`config.mk`:
```
export PLATFORM = sky130hd
export DESIGN_NAME = seq_mem_cam_param_1s1w1i
export DESIGN_NICKNAME = d
export VERILOG_FILES = /design/src/rtl/seq_mem_cam_param_1s1w1i_pkg.sv /design/src/rtl/seq_mem_cam_param_1s1w1i_cam_prio_enc.sv /design/src/rtl/seq_mem_cam_param_1s1w1i.sv
export SDC_FILE = /design/constraint.sdc
export NUM_CORES = 1
export LEC_CHECK = 0
export ABC_CLOCK_PERIOD_IN_PS = 1950
export BUFFER_PORTS_ARGS = -buffer_cell sky130_fd_sc_hd__buf_2
export CELL_PAD_IN_SITES_DETAIL_PLACEMENT = 1
export CELL_PAD_IN_SITES_GLOBAL_PLACEMENT = 2
export CORE_ASPECT_RATIO = 0.8
export CORE_MARGIN = 4
export CORE_UTILIZATION = 25
export CTS_CLUSTER_SIZE = 30
export DETAILED_ROUTE_END_ITERATION = 8
export PLACE_DENSITY_LB_ADDON = 0.1
export SETUP_SLACK_MARGIN = 0.05
export SLEW_MARGIN = 25
export SYNTH_ARGS = -nofsm -noshare
export SYNTH_HDL_FRONTEND = slang
export SYNTH_HIERARCHICAL = 1
export SYNTH_SLANG_ARGS = --single-unit
export TNS_END_PERCENT = 5
```
`constraint.sdc`:
```
create_clock -name clk -period 1.95 [get_ports clk]
set_clock_uncertainty 0.05 [all_clocks]
set_input_delay 0.585 -clock clk [delete_from_list [all_inputs] [get_ports clk]]
set_output_delay 0.585 -clock clk [all_outputs]
set_load 0.1 [all_outputs]
```
`src/rtl/seq_mem_cam_param_1s1w1i_pkg.sv`:
```
`default_nettype none
// ============================================================================
// Module  : seq_mem_cam_param_1s1w1i_pkg
// Purpose : Shared defaults for the parametrised 1-search/1-write/1-invalidate
//           CAM. The entry-index width is derived locally in each module from
//           the entry count, so only the default geometry lives here.
// Ports   : none (package)
// Rev     : 1.0  initial release
// ============================================================================
package seq_mem_cam_param_1s1w1i_pkg;

    localparam int CAM_DEF_ENTRIES = 8;
    localparam int CAM_DEF_DATA_W  = 8;

endpackage : seq_mem_cam_param_1s1w1i_pkg
`default_nettype wire

```
`src/rtl/seq_mem_cam_param_1s1w1i_cam_prio_enc.sv`:
```
`default_nettype none
// ============================================================================
// Module  : cam_prio_enc
// Purpose : Priority encoder. Reports the index of the lowest-numbered set bit
//           of a request vector, plus an any-bit-set flag. The index is 0 when
//           no bit is set.
// Ports   : i_vec  [N-1:0]  request / match vector
//           o_idx  [W-1:0]  lowest set-bit index (0 if none)
//           o_hit           OR of i_vec
// Rev     : 1.0  initial release
// ============================================================================
module cam_prio_enc #(
    parameter  int N = 8,
    localparam int W = $clog2(N)
) (
    input  logic [N-1:0] i_vec,
    output logic [W-1:0] o_idx,
    output logic         o_hit
);

    // Scan from the top down so a lower-numbered set bit overwrites any
    // higher one: the last assignment made is the lowest match.
    always_comb begin
        o_idx = '0;
        for (int i = N - 1; i >= 0; i--) begin
            if (i_vec[i]) begin
                o_idx = W'(i);
            end
        end
        o_hit = |i_vec;
    end

endmodule : cam_prio_enc
`default_nettype wire

```
`src/rtl/seq_mem_cam_param_1s1w1i.sv`:
```
`default_nettype none
// ============================================================================
// Module  : seq_mem_cam_param_1s1w1i
// Purpose : Parametrised CAM with one write port, one invalidate port, a
//           flush, and one ternary (masked) search port. Search results are
//           registered; the hit index is the lowest matching entry.
// Ports   : clk, reset                   clock / synchronous active-high reset
//           write_en/addr/data           write data and set valid
//           inval_en/addr                clear one valid bit
//           flush                        clear all valid bits
//           search_en/data/mask          masked search (mask bit 1 = compare)
//           search_match [NUM_ENTRIES]   registered per-entry match vector
//           search_hit                   registered OR of search_match
//           search_idx   [ADDR_W]        registered lowest matching index
// Rev     : 1.0  initial release
// ============================================================================
module seq_mem_cam_param_1s1w1i
    import seq_mem_cam_param_1s1w1i_pkg::*;
#(
    parameter  int NUM_ENTRIES = CAM_DEF_ENTRIES,
    parameter  int DATA_W      = CAM_DEF_DATA_W,
    localparam int ADDR_W      = $clog2(NUM_ENTRIES)
) (
    input  logic                   clk,
    input  logic                   reset,
    input  logic                   write_en,
    input  logic [ADDR_W-1:0]      write_addr,
    input  logic [DATA_W-1:0]      write_data,
    input  logic                   inval_en,
    input  logic [ADDR_W-1:0]      inval_addr,
    input  logic                   flush,
    input  logic                   search_en,
    input  logic [DATA_W-1:0]      search_data,
    input  logic [DATA_W-1:0]      search_mask,
    output logic [NUM_ENTRIES-1:0] search_match,
    output logic                   search_hit,
    output logic [ADDR_W-1:0]      search_idx
);

    logic [DATA_W-1:0]      r_data [NUM_ENTRIES];
    logic [NUM_ENTRIES-1:0] r_valid;

    logic [NUM_ENTRIES-1:0] w_match;
    logic [ADDR_W-1:0]      w_idx;
    logic                   w_hit;

    // Data array has no reset: contents are meaningless while invalid.
    // A write coinciding with flush still lands in the array.
    always_ff @(posedge clk) begin
        if (!reset && write_en) begin
            r_data[write_addr] <= write_data;
        end
    end

    // Valid bits, per-entry priority: reset > flush > write > invalidate.
    always_ff @(posedge clk) begin
        if (reset) begin
            r_valid <= '0;
        end else begin
            for (int i = 0; i < NUM_ENTRIES; i++) begin
                if (flush) begin
                    r_valid[i] <= 1'b0;
                end else if (write_en && (write_addr == ADDR_W'(i))) begin
                    r_valid[i] <= 1'b1;
                end else if (inval_en && (inval_addr == ADDR_W'(i))) begin
                    r_valid[i] <= 1'b0;
                end
            end
        end
    end

    // Compare against pre-edge array state, so same-cycle updates are never
    // forwarded into the current search.
    generate
        for (genvar g = 0; g < NUM_ENTRIES; g++) begin : g_cmp
            assign w_match[g] = r_valid[g] &&
                                (((r_data[g] ^ search_data) & search_mask) == '0);
        end
    endgenerate

    cam_prio_enc #(
        .N (NUM_ENTRIES)
    ) u_prio_enc (
        .i_vec (w_match),
        .o_idx (w_idx),
        .o_hit (w_hit)
    );

    // Outputs reflect only the search of the previous cycle; an idle cycle
    // clears them.
    always_ff @(posedge clk) begin
        if (reset || !search_en) begin
            search_match <= '0;
            search_hit   <= 1'b0;
            search_idx   <= '0;
        end else begin
            search_match <= w_match;
            search_hit   <= w_hit;
            search_idx   <= w_idx;
        end
    end

endmodule : seq_mem_cam_param_1s1w1i
`default_nettype wire

```
* Yosys cells after proc, flatten, opt, wreduce, memory -nomap -nowiden
Memories as Yosys holds them, arrays and structs flattened. Cells that the tools add are included.
Word-level totals: RAM bits 64, word-level logic and storage cells 120, output and inout bits 12, memories kept 1, register bits after elaboration 20, input bits 36
Cells by class: reduce and logical (&&, ||, !) cells 51, bitwise operators 16, mux-type cells 25, eq/ne operators 14
Memories:
- r_data | words 8, bits a word 8, read ports 8, clocked after Yosys merged registers in 0, write ports 1, line seq_mem_cam_param_1s1w1i.sv:40 | logic [DATA_W-1:0] r_data [NUM_ENTRIES];
Operators with widths (number):
- 8-bit AND | 8
- 8-bit zero test | 8
- 8-bit bitwise XOR | 8
- 1-bit logical AND | 25
- 3-bit == test (second input constant) | 8
- 1-bit 2-to-1 mux | 19
- 2-bit nonzero test | 8
- 3-bit by 2-bit == test with 1-bit output (second input constant) | 4
- 3-bit 2-to-1 mux | 4
- 8-bit OR reduction | 1
- 3-bit by 1-bit == test with 1-bit output (second input constant) | 2
- 3-bit zero test | 2
- 5-bit OR reduction | 1
- 2-bit 2-to-1 mux | 2
- 2-bit OR reduction | 2
- 3-bit OR reduction | 1
- 1-bit zero test | 2
- 1-bit logical OR | 1

* Logic depth before layout (Yosys ltp)
Gate-level depths: netlist of the first run. An unclocked memory read counts as a cell.
depth after elaboration 12, mapped depth 9, depth with buffers taken out 8

* Cells and area by module
The synthesis of the first run kept the hierarchy.
Modules (own cells, without submodules):
- seq_mem_cam_param_1s1w1i | area each 3711.1 µm², cells an instance 286, instances 1, sequential area each 2322.2 µm²
- cam_prio_enc | area each 81.3 µm², cells an instance 13, instances 1, sequential area each 0.0 µm²

* Worst setup path before layout of the first run
Ideal clock, no wire load.
path type input-to-reg, start point in write_addr[2], end point mem r_data[0][0] in the netlist's numbering, enable pin, library setup time 0.383 ns, required time 1.517 ns, cell stages on the path 2, buffers on the path 0, setup slack -0.074 ns, arrival 1.591 ns, cell sequence or3b_4 nor3_1
RTL lines:
- start: declaration | line seq_mem_cam_param_1s1w1i.sv:27 | input logic [ADDR_W-1:0] write_addr,
- end: declaration | line seq_mem_cam_param_1s1w1i.sv:40
No word-level cell before the write port.

* Worst setup path after layout of the first run
start point in search_data[3], end point reg search_idx[0]
Between the ends: elaborated cells between the ends (all ways) 40, those cells by class mux: 7; bitwise: 16; reduce/logical: 17
RTL lines:
- start: declaration | line seq_mem_cam_param_1s1w1i.sv:33 | input logic [DATA_W-1:0] search_data,
- 8-bit bitwise XOR | line seq_mem_cam_param_1s1w1i.sv:77 | (((r_data[g] ^ search_data) & search_mask) == '0);
- 8-bit AND | line seq_mem_cam_param_1s1w1i.sv:77
- 8-bit zero test | line seq_mem_cam_param_1s1w1i.sv:77
- 1-bit logical AND | line seq_mem_cam_param_1s1w1i.sv:76 | assign w_match[g] = r_valid[g] &&
- via w_match[2] | line seq_mem_cam_param_1s1w1i.sv:43 | logic [NUM_ENTRIES-1:0] w_match;
- 2-bit 2-to-1 mux | line seq_mem_cam_param_1s1w1i_cam_prio_enc.sv:26 | if (i_vec[i]) begin
- 1-bit 2-to-1 mux | line seq_mem_cam_param_1s1w1i_cam_prio_enc.sv:26
- end signal: assignment | line seq_mem_cam_param_1s1w1i.sv:99 | search_idx <= w_idx;
- end: declaration | line seq_mem_cam_param_1s1w1i.sv:37 | output logic [ADDR_W-1:0] search_idx
The timed path passes the listed nets, and every way through them passes these cells. A chain may end at the register's enable or synchronous reset.

==> summary.md, run 1 <==
| Metric | Value |
|---|---|
| Fillers | `1,585` |
| Number of max-cap violations | `0` |
| Largest net degree at the start of global routing | `17` |
| Routed wire length | `10.3 mm` |
| Post-Synth Simple-Gate Area | `11.9%` |
| Initial antenna violation count | `0` |
| Worst-skew pair later-pin latency | `0.34 ns` |
| WL met1 | `5.40 mm` |
| Final hold slack | `0.445 ns` |
| Grt ovf | `0` |
| Post-Synth Adder-Cell Area | `0%` |
| Synth Cell Area | `3790 um2` |
| Outcome | `completed` |
| H-Tree Depth | `3` |
| Commonest non-fill, non-tap cells in the layout | `edfxtp_1 (64), xor2_1 (63), buf_4 (55), buf_2 (45), a22oi_1 (26)` |
| Setup_tns | `0 ns` |
| Slew margin rel. | `67.3%` |
| CP max FO | `7` |
| Layout area overhead | `30.6%` |
| Drt initial violations | `129` |
| Share of cells above drive strength 1 | `37.0%` |
| # setup viols final | `0` |
| Remaining DRCs | `0` |
| Synth Register Bits | `84` |
| Sink Count | `84` |
| Min Tclk post-route | `1.85 ns` |
| Setup WS post-layout | `0.0965 ns` |
| Multiplexer share of the synthesized area | `0%` |
| Nets | `428` |
| # Post-CTS Setup Buffers | `0` |
| Core Region | `14,600 um2` |
| CTS Hold Bufs | `0` |
| First-pass GRT wire length | `15.7 mm` |
| Max Fclk | `540 MHz` |
| Root Buffer | `clkbuf_16` |
| Routed wl met3 | `301 um` |
| Xor and xnor area share after synthesis | `14.8%` |
| Max-slew violations | `0` |
| Most common cell after layout, fill and taps aside | `edfxtp_1` |
| Seq/Total Area, Yosys | `61.2%` |
| DRT Pass-1 Iters | `4` |
| Final hold vios | `0` |
| Synth area leader | `edfxtp_1` |
| Pleak | `1.88 nW` |
| Antenna Nets Post-Route | `0` |
| Starting density of the core | `26.0%` |
| Max Used Layer | `met4` |
| Pwr per Cell Area | `838 nW/um2` |
| Area of the multi-input gates | `1440 um2` |
| Clk slew on worst S/H paths | `0.07 ns` |
| Avg Cell Area, Syn | `12.7 um2` |
| HP Class | `reg -> reg` |
| Post-DP Area | `4550 um2` |
| Post-synth ARST share | `0%` |
| Number of flops mapped to enable cells by yosys | `64` |
| Critical path class | `in -> reg` |
| Worst setup EP type | `register` |
| Routed length per instance | `17.7 um` |
| RSZ-0062 raised after global routing | `true` |
| Synth Instances | `299` |
| Total GRT Usage | `12.1%` |
| Vias/cell | `4.39` |
| Worst Path Arrival | `2.04 ns` |
| FF/Latch Area | `2320 um2` |
| Dpl ws | `-0.407 ns` |
| Vias in the first global route | `2,703` |
| CP startpoint kind | `input pin` |
| Met2 Wirelength | `4.49 mm` |
| Power, Total | `4.15 mW` |
| CTS Buffer Depth | `2` |
| ANT cells | `0` |
| Mapped Nets | `335` |
| Final Util | `34.0%` |
| Final instance area | `4950 um2` |
| CTS tree | `built` |
| Port Buffers | `47` |
| Placer Congestion | `0.728` |
| Max VDD drop | `0.409 mV` |
| Inserted Clock Buffers | `9` |
| Ports | `48` |
| Die Ht | `118 um` |
| Dominant synthesized flop cell | `edfxtp_1` |
| Vias | `2,548` |
| Die width | `146 um` |
| Final Cycle Share | `95.1%` |
| WP data required | `2.13 ns` |
| Largest cells by area after synthesis | `edfxtp_1 (51%), xor2_1 (15%), dfxtp_1 (11%), a22oi_1 (6.3%), nor2_1 (2.4%)` |
| Largest family of logic cells by synthesized area | `XOR/XNOR gates` |
| # placed instances | `565` |
| Yosys warns | `6` |
| Worst-Margin Slew | `0.493 ns` |
| Row count | `39` |
| Die ar. | `17,200 um2` |
| Top cell type's share of synthesized area | `50.7%` |
| DP HPWL | `7.85 mm` |
| Synth unique cells | `30` |
| Post-synthesis compound-gate area fraction | `8.81%` |
| Non-Filler Instances | `581` |
final cells by class:
class / count / area share (%)
clock buffer: 9 / 4.55
clock inverter: 7 / 1.64
inverter: 2 / 0.152
multi-input combinational: 194 / 29.1
sequential: 84 / 46.9
tap: 184 / 4.65
timing repair buffer: 101 / 13.0
flip-flops by register name (all words and copies together), names as in the netlist:
signal,cells
search_hit,1
search_idx,3
r_valid,8
search_match,8
r_data,64
synthesized netlist by cell type, drive strengths merged (5+ instances only):
| cell | n |
|---|---|
| nand2 | 12 |
| a21oi | 9 |
| dfxtp | 20 |
| nor2 | 24 |
| nand3 | 11 |
| a22oi | 32 |
| nor3 | 12 |
| buf | 14 |
| o21ai | 5 |
| xor2 | 64 |
| edfxtp | 64 |
| clkbuf | 5 |
layer usage:
metal / vias to the layer above / GRT usage [%]
met3: 11 / 2.98
met1: 1241 / 18.1
met5: - / 0
met2: 40 / 17.6
met4: 0 / 2.85
li1: 1256 / -
logic make-up (layout without fill, tap and decap cells):
| kind of cell | after synthesis | after routing |
|---|---|---|
| AO/OA/AOI/OAI | 49 | 49 |
| AND/OR/NAND/NOR | 81 | 81 |
| flip-flops | 84 | 84 |
| XOR/XNOR | 64 | 64 |
| buffers and inverters | 21 | 119 |
critical path, cell delays in order:
cell and delay, ns:
buf_2 0.18, xor2_1 0.19, a22oi_2 0.26, nand2_1 0.18
nor2_2 0.21, nor2b_2 0.05, o21bai_1 0.15, o41ai_2 0.09
and2_1 0.14
timing repair:
item                                    4_1_cts  5_1_grt
gates cloned                                  0        0
gates resized for setup                       5       18
pin swaps                                     2        5
endpoints found under the setup margin        2        4
report_power, final:
part / switching (mW) / internal [mW]
combinational: 0.232 / 0.171
sequential: 0.0113 / 1.95
clock: 0.767 / 1.02
total: 1.01 / 3.14
worst paths after layout:
path / startpoint / to / slack, ns / depth (start not counted)
worst max register to register: r_data[6][7] / search_idx[2] / 0.16 / 8
worst min-delay path: r_valid[5] / r_valid[5] / 0.45 / 2
worst min register to register: r_valid[5] / r_valid[5] / 0.45 / 2
worst max-delay path: search_data[3] / search_idx[0] / 0.1 / 9
(Power assumes the default switching activity.)
==> run 2: changes to the inputs <==
--- a/config.mk
+++ b/config.mk
@@ -11,7 +11,7 @@
 export CELL_PAD_IN_SITES_GLOBAL_PLACEMENT = 2
 export CORE_ASPECT_RATIO = 0.8
 export CORE_MARGIN = 4
-export CORE_UTILIZATION = 25
+export CORE_UTILIZATION = 35
 export CTS_CLUSTER_SIZE = 30
 export DETAILED_ROUTE_END_ITERATION = 8
 export PLACE_DENSITY_LB_ADDON = 0.1
==> run 2 against run 1 <==
  * Highest routed layer unchanged
  * Power grew 4.6%
  * Critical path type unchanged
  * Worst hold slack gained 0.00097 ns
  * First-iteration DRC count shrank 24%
  * Global-route usage grew 4.3 points
  * Setup slack lost 0.022 ns
  * Final area grew 2.0%
  * Clock power grew 9.6%
==> summary.md, run 2 (synthesis gave the netlist of run 1 again) <==
| Metric | Value |
|---|---|
| Outcome | `completed` |
| CP max FO | `7 (unchanged)` |
| Vias | `2,627 (+3.1%)` |
| Final hold vios | `0 (unchanged)` |
| Routed length per instance | `18.5 um (+4.7%)` |
| Sink Count | `84 (unchanged)` |
| Max-slew violations | `0 (unchanged)` |
| Top flop regs | `r_data (64), r_valid (8), search_match (8)` |
| DRT Pass-1 Iters | `4 (unchanged)` |
| DP HPWL | `7.37 mm (-6.0%)` |
| CTS tree | `built` |
| Starting density of the core | `36.4% (+10 points)` |
| Pleak | `1.93 nW (+2.7%)` |
| Critical path class | `in -> reg` |
| Row count | `33 (-15%)` |
| Max Fclk | `533 MHz (-1.2%)` |
| # setup viols final | `0 (unchanged)` |
| Grt ovf | `0 (unchanged)` |
| Most common cell after layout, fill and taps aside | `edfxtp_1` |
| CTS Hold Bufs | `0 (unchanged)` |
| HP Class | `reg -> reg` |
| Comb power frac | `9.9% (+0.2 points)` |
| Die width | `124 um (-15%)` |
| Layout area overhead | `33.3%` |
| Die Ht | `101 um (-14%)` |
| Worst Path Arrival | `2.06 ns (+0.02 ns)` |
| Setup WS post-layout | `0.0744 ns (-0.0221 ns)` |
| Dpl ws | `-0.391 ns (+0.0159 ns)` |
| CTS Buffer Depth | `2 (unchanged)` |
| Flop pwr share | `45.3% (-2.0 points)` |
| Max VDD drop | `0.543 mV (+33%)` |
| Max FFs per register | `64 (unchanged)` |
| Root Buffer | `clkbuf_16` |
| WP data required | `2.13 ns (about the same)` |
| Die ar. | `12,600 um2 (-27%)` |
| Port Buffers | `47 (unchanged)` |
| Largest net degree at the start of global routing | `15 (-2)` |
| Clock Power Share | `44.8% (+1.8 points)` |
| Routed wire length | `10.0 mm (-2.7%)` |
| Remaining DRCs | `0 (unchanged)` |
| Number of max-cap violations | `0 (unchanged)` |
| RSZ-0062 raised after global routing | `true` |
| Worst-skew pair later-pin latency | `0.34 ns (about the same)` |
| H-Tree Depth | `3 (unchanged)` |
| Min Tclk post-route | `1.88 ns (+0.0221 ns)` |
| First-pass GRT wire length | `15.5 mm (-1.6%)` |
| Drt initial violations | `98 (-24%)` |
| Core Region | `10,400 um2 (-29%)` |
| Commonest non-fill, non-tap cells in the layout | `edfxtp_1 (64), xor2_1 (59), buf_4 (53), buf_2 (43), a22oi_1 (28)` |
| ANT cells | `0 (unchanged)` |
| Vias/cell | `4.86 (+11%)` |
| Register name with the most flops | `r_data` |
| Ports | `48 (unchanged)` |
| Placer Congestion | `0.745 (+2.4%)` |
| Vias in the first global route | `2,752 (+1.8%)` |
| Sw Pwr | `0.947 mW (-6.3%)` |
| CP startpoint kind | `input pin` |
| Final Cycle Share | `96.2% (+1.1 points)` |
| Total GRT Usage | `16.4% (+4.3 points)` |
| Worst setup EP type | `register` |
| Fillers | `1,120 (-29%)` |
| Worst-Margin Slew | `0.495 ns (+0.00149 ns)` |
| Share of cells above drive strength 1 | `39.3% (+2.2 points)` |
| Pwr per Cell Area | `859 nW/um2 (+2.5%)` |
| Switching Share | `21.8% (-2.5 points)` |
| Nets | `431 (+0.70%)` |
| Inserted Clock Buffers | `9 (unchanged)` |
| Initial antenna violation count | `0 (unchanged)` |
| Slew margin rel. | `67.2% (-0.099 points)` |
| Internal | `3.39 mW (+8.1%)` |
| Power, Total | `4.34 mW (+4.6%)` |
| Antenna Nets Post-Route | `0 (unchanged)` |
| Clk slew on worst S/H paths | `0.06 ns (about the same)` |
run 2: cell types whose count changed in the layout (fill, tap and decap cells not counted), moves of 3 or more:
cell / before / now
buf_6: 0 / 6
xor2_1: 63 / 59
xor2_2: 1 / 5
inv_6: 3 / 0
nor2_4: 1 / 4
run 2: worst paths after layout:
| check | from | to | slack [ns] | cells past startpoint |
|---|---|---|---|---|
| hold reg to reg | r_valid[6] | r_valid[6] | 0.45 | 2 |
| hold / removal | r_valid[6] | r_valid[6] | 0.45 | 2 |
| setup / recovery | search_data[7] | search_idx[2] | 0.07 | 11 |
| setup reg to reg | r_data[6][3] | search_idx[0] | 0.10 | 10 |
run 2: per-stage QoR:
| step | instances | instance area [um2] | utilization, % | hold WS, ns | TNS [ns] |
|---|---|---|---|---|---|
| 2_1_floorplan | 299 | 3800 | - | 0.404 | 0 |
| 3_3_place_gp | 518 | 4480 | 43.0 | 0.427 | -1.75 |
| 3_5_place_dp | 518 | 4480 | 43.0 | 0.442 | -1.77 |
| 4_1_cts | 536 | 4860 | 46.7 | 0.454 | 0 |
| 5_1_grt | 540 | 5050 | 48.6 | 0.473 | -0.0782 |
| 6_report | 540 | 5050 | 48.6 | 0.446 | 0 |
run 2: worst max-delay path, stage by stage:
cell and delay (ns):
buf_2 0.11, buf_6 0.14, xor2_2 0.14, a22oi_2 0.20, buf_4 0.17, nand3_4 0.09
nor2_4 0.16, buf_4 0.13, nor2_2 0.04, and3b_1 0.16, and2_1 0.13
run 2: power groups by stage:
| stage | sequential [mW] | combinational, mW | clock (mW) |
|---|---|---|---|
| after global routing | 1.97 | 0.470 | 2.07 |
| after detailed placement | 2.00 | 0.384 | 0 |
| after floorplan | 2.01 | 0.197 | 0 |
| after global placement | 2.00 | 0.377 | 0 |
| after CTS | 1.97 | 0.398 | 1.99 |
| final | 1.97 | 0.429 | 1.95 |
run 2: cell type report:
class / instances / area [um2] / share of cell area (%)
repair buffers: 104 / 696 / 13.8
clock inverters: 6 / 113 / 2.23
multi-input cells: 194 / 1510 / 29.9
flip-flops and latches: 84 / 2320 / 45.9
well taps: 140 / 175 / 3.47
clock buffers: 10 / 229 / 4.53
inverters: 2 / 7.51 / 0.149
run 2: routing by layer:
metal | vias to the layer above | wire length (um) | GRT usage (%) | part of all wire, %
li1 | 1259 | - | - | -
met1 | 1318 | 4880 | 22.6 | 49
met2 | 46 | 4690 | 25.7 | 47
met3 | 4 | 375 | 5.19 | 3.7
met4 | 0 | 55 | 3.54 | 0.55
met5 | - | 0 | 0 | 0
run 2: what timing repair did:
| action | in CTS | in global routing |
|---|---|---|
| setup endpoints to repair | 2 | 5 |
| pin swaps | 4 | 17 |
| resized for setup | 7 | 38 |
| setup buffers | 2 | 4 |
==> run 3: changes to the inputs <==
--- a/config.mk
+++ b/config.mk
@@ -5,13 +5,15 @@
 export SDC_FILE = /design/constraint.sdc
 export NUM_CORES = 1
 export LEC_CHECK = 0
+export ABC_AREA = 1
 export ABC_CLOCK_PERIOD_IN_PS = 1950
 export BUFFER_PORTS_ARGS = -buffer_cell sky130_fd_sc_hd__buf_2
 export CELL_PAD_IN_SITES_DETAIL_PLACEMENT = 1
 export CELL_PAD_IN_SITES_GLOBAL_PLACEMENT = 2
 export CORE_ASPECT_RATIO = 0.8
 export CORE_MARGIN = 4
-export CORE_UTILIZATION = 35
+export CORE_UTILIZATION = 31
+export CTS_CLUSTER_DIAMETER = 100
 export CTS_CLUSTER_SIZE = 30
 export DETAILED_ROUTE_END_ITERATION = 8
 export PLACE_DENSITY_LB_ADDON = 0.1
==> run 3 against run 2 <==
  * Via count rose by 31%
  * Synthesized area rose by 9.7%
  * Sequential cell count did not move
  * Clock power fell by 24%
  * Setup slack improved by 0.14 ns
  * Worst hold slack got worse by 0.027 ns
  * Synthesized cell count rose by 74%
  * First-iteration DRC count rose by 2.0%
  * Final area rose by 1.7%
  * Cell count rose by 44%
  * Clock-buffer cell count rose by 1
  * Die area rose by 22%
  * Critical path type unchanged
  * Largest power group unchanged
==> summary.md, run 3 <==
| Metric | Value |
|---|---|
| Outcome | `completed` |
| Post-synthesis compound-gate area fraction | `2.62% (-6.2 points)` |
| Dominant cell by count in the synthesized netlist | `nand2_1` |
| Synth Instances | `520 (+74%)` |
| Synth Cell Area | `4160 um2 (+9.7%)` |
| Clock Power Share | `39.1% (-5.7 points)` |
| Number of max-cap violations | `0 (unchanged)` |
| CTS Hold Bufs | `0 (unchanged)` |
| Final hold vios | `0 (unchanged)` |
| Die ar. | `15,300 um2 (+22%)` |
| Post-Synth Simple-Gate Area | `31.7% (+20 points)` |
| Drt initial violations | `100 (+2.0%)` |
| Critical path cell sequence | `clkbuf_4 -> buf_6 -> nand2_1 -> nand3_2 -> nand2_2 -> nor2_1 -> nand3_1 -> inv_1 -> or2_1 -> nor3_2 -> nand2_1 -> inv_1 -> nor2_1` |
| FF/Latch Area | `2320 um2 (unchanged)` |
| Worst Path Arrival | `1.90 ns (-0.16 ns)` |
| R2R Path End | `search_idx[0]` |
| Final Util | `39.5% (-9.1 points)` |
| Area of the multi-input gates | `1470 um2 (-2.6%)` |
| RSZ-0062 raised after global routing | `true` |
| Port Buffers | `47 (unchanged)` |
| Register name with the most flops | `r_data` |
| Grt ovf | `0 (unchanged)` |
| Slew margin rel. | `67.2% (about the same)` |
| ANT cells | `0 (unchanged)` |
| CTS Buffer Depth | `2 (unchanged)` |
| Dominant synthesized flop cell | `edfxtp_1` |
| CP startpoint kind | `input pin` |
| # setup viols final | `0 (unchanged)` |
| WP data required | `2.11 ns (-0.02 ns)` |
| Die width | `138 um (+11%)` |
| Hold Path Sink | `r_valid[5]` |
| Nets | `635 (+47%)` |
| Largest cells by area after synthesis | `edfxtp_1 (46%), nand2_1 (16%), dfxtp_1 (9.6%), nor2_1 (7.1%), inv_1 (6.3%)` |
| Vias/cell | `4.42 (-9.2%)` |
| Reg2reg path depth | `14 (+4)` |
| Pwr per Cell Area | `743 nW/um2 (-14%)` |
| Non-Filler Instances | `778 (+44%)` |
| Core Region | `13,000 um2 (+25%)` |
| Slowest CP cell | `or2_1` |
| Synth Register Bits | `84 (unchanged)` |
| First-pass GRT wire length | `18.6 mm (+20%)` |
| Multiplexer share of the synthesized area | `0% (unchanged)` |
| Post_cts resized | `0 (-7)` |
| Routed wire length | `11.6 mm (+16%)` |
| # placed instances | `763 (+47%)` |
| Critical path's largest stage delay | `0.25 ns (+0.05 ns)` |
| Antenna Nets Post-Route | `0 (unchanged)` |
| Synth unique cells | `24 (-20%)` |
| Inserted Clock Buffers | `9 (unchanged)` |
| Vias | `3,435 (+31%)` |
| Post-Synth Adder-Cell Area | `0% (unchanged)` |
| Worst-skew pair later-pin latency | `0.34 ns (about the same)` |
| Initial antenna violation count | `0 (unchanged)` |
| Share of cells above drive strength 1 | `20.6% (-19 points)` |
| Worst setup EP type | `register` |
| H-Tree Depth | `3 (unchanged)` |
| Max-slew violations | `0 (unchanged)` |
| Routed length per instance | `14.9 um (-20%)` |
| Seq/Total Area, Yosys | `55.8% (-5.4 points)` |
| Die Ht | `112 um (+10%)` |
| Post-synth ARST share | `0% (unchanged)` |
| Final hold slack | `0.419 ns (-0.0275 ns)` |
| Root Buffer | `clkbuf_16` |
| CTS tree | `built` |
| Total GRT Usage | `16.2% (-0.21 points)` |
| HP Class | `reg -> reg` |
| CP max FO | `5 (-2)` |
| Hold path cells | `2 (unchanged)` |
| Commonest cells in the netlist | `nand2_1 (175), nor2_1 (79), inv_1 (70)` |
| Sink Count | `84 (unchanged)` |
| Pleak | `2.38 nW (+24%)` |
| Max FFs per register | `64 (unchanged)` |
| Synth area leader | `edfxtp_1` |
| # Post-CTS Setup Buffers | `0 (-2)` |
| DRT Pass-1 Iters | `4 (unchanged)` |
| Starting density of the core | `32.0% (-4.5 points)` |
| Most common cell after layout, fill and taps aside | `nand2_1` |
| Comb power frac | `9.3% (-0.6 points)` |
| Critical R2R Launch | `r_data[4][7]` |
| Flop pwr share | `51.5% (+6.2 points)` |
| Final Cycle Share | `89.1% (-7.1 points)` |
| Yosys warns | `6 (unchanged)` |
| Largest family of logic cells by synthesized area | `simple AND/OR/NAND/NOR gates` |
| Min Tclk post-route | `1.74 ns (-0.138 ns)` |
| Switching Share | `23.3% (+1.5 points)` |
| Ports | `48 (unchanged)` |
| Worst-Margin Slew | `0.496 ns (+0.000800 ns)` |
| Mapped Nets | `556 (+66%)` |
| Top flop regs | `r_data (64), r_valid (8), search_match (8)` |
| Number of flops mapped to enable cells by yosys | `64 (unchanged)` |
| Max VDD drop | `0.354 mV (-35%)` |
| Hold Crit Start | `r_valid[5]` |
| Critical path class | `in -> reg` |
| Commonest non-fill, non-tap cells in the layout | `nand2_1 (173), nor2_1 (74), inv_1 (69), edfxtp_1 (64), buf_2 (44)` |
| DP HPWL | `9.03 mm (+22%)` |
| Sw Pwr | `0.891 mW (-5.9%)` |
| Top cell type's share of synthesized area | `46.2% (-4.5 points)` |
| Vias in the first global route | `3,581 (+30%)` |
| Largest net degree at the start of global routing | `17 (+2)` |
| Remaining DRCs | `0 (unchanged)` |
| Xor and xnor area share after synthesis | `0% (-15 points)` |
| R2R setup slack | `0.29 ns (+0.19 ns)` |
| Fillers | `1,577 (+41%)` |
| Clk slew on worst S/H paths | `0.06 ns (about the same)` |
| Avg Cell Area, Syn | `8.00 um2 (-37%)` |
| Row count | `37 (+12%)` |
| Max Fclk | `575 MHz (+7.9%)` |
| Internal | `2.93 mW (-14%)` |
| Layout area overhead | `23.5%` |
| Placer Congestion | `0.783 (+5.1%)` |
==> run 3: metal layers <==
metal	vias up	routed length, um	track usage, %
met5	-	0	0
met4	0	119	3.99
met3	11	336	3.34
met2	35	5430	25.9
met1	1620	5720	22.5
li1	1769	-	-
==> run 3: logic make-up (layout without fill, tap and decap cells) <==
kind of cell    Yosys count  after routing
flops                    84             84
buf+inv                  95            178
simple gates            320            320
compound gates           21             21
==> run 3: per-stage QoR <==
step / setup TNS, ns / power [mW] / cell area (um2) / worst slack (ns)
2_1_floorplan: 0 / 2.21 / 4160 / 0.137
4_1_cts: 0 / 3.88 / 5070 / 0.0927
6_report: 0 / 3.82 / 5140 / 0.212
3_5_place_dp: -0.851 / 2.36 / 4820 / -0.256
3_3_place_gp: -0.726 / 2.34 / 4820 / -0.254
5_1_grt: 0 / 4.01 / 5140 / 0.0391
==> run 3: how the worst max path moves through the flow <==
stage	slack, ns	cells past startpoint	start	to
detailed placement	-0.26	16	search_data[7]	search_idx[0]
global placement	-0.25	16	search_data[7]	search_idx[0]
CTS	0.09	16	search_data[7]	search_idx[0]
global route	0.04	15	search_data[1]	search_idx[0]
finish	0.21	13	search_data[4]	search_hit
floorplan	0.14	13	search_data[2]	search_hit
==> run 3: final cells by class <==
cell class	count	area share [%]
clock buffers	11	4.53
clock inverters	4	0.341
inverters	75	5.62
multi-input cells	341	28.7
flip-flops and latches	84	45.2
well taps	175	4.26
repair buffers	88	11.4
==> run 3: power groups by stage <==
stage          Sequential [mW]  Combinational (mW)  Clock [mW]
2_1_floorplan             2.00               0.204           0
3_3_place_gp              2.00               0.340           0
3_5_place_dp              2.01               0.353           0
4_1_cts                   1.97               0.355        1.56
5_1_grt                   1.97               0.413        1.62
6_report                  1.97               0.356        1.49
==> run 3: critical path: cells and delay by family <==
| kind | cells | cell delay [ns] |
|---|---|---|
| simple gates | 9 | 0.92 |
| buf+inv | 4 | 0.39 |
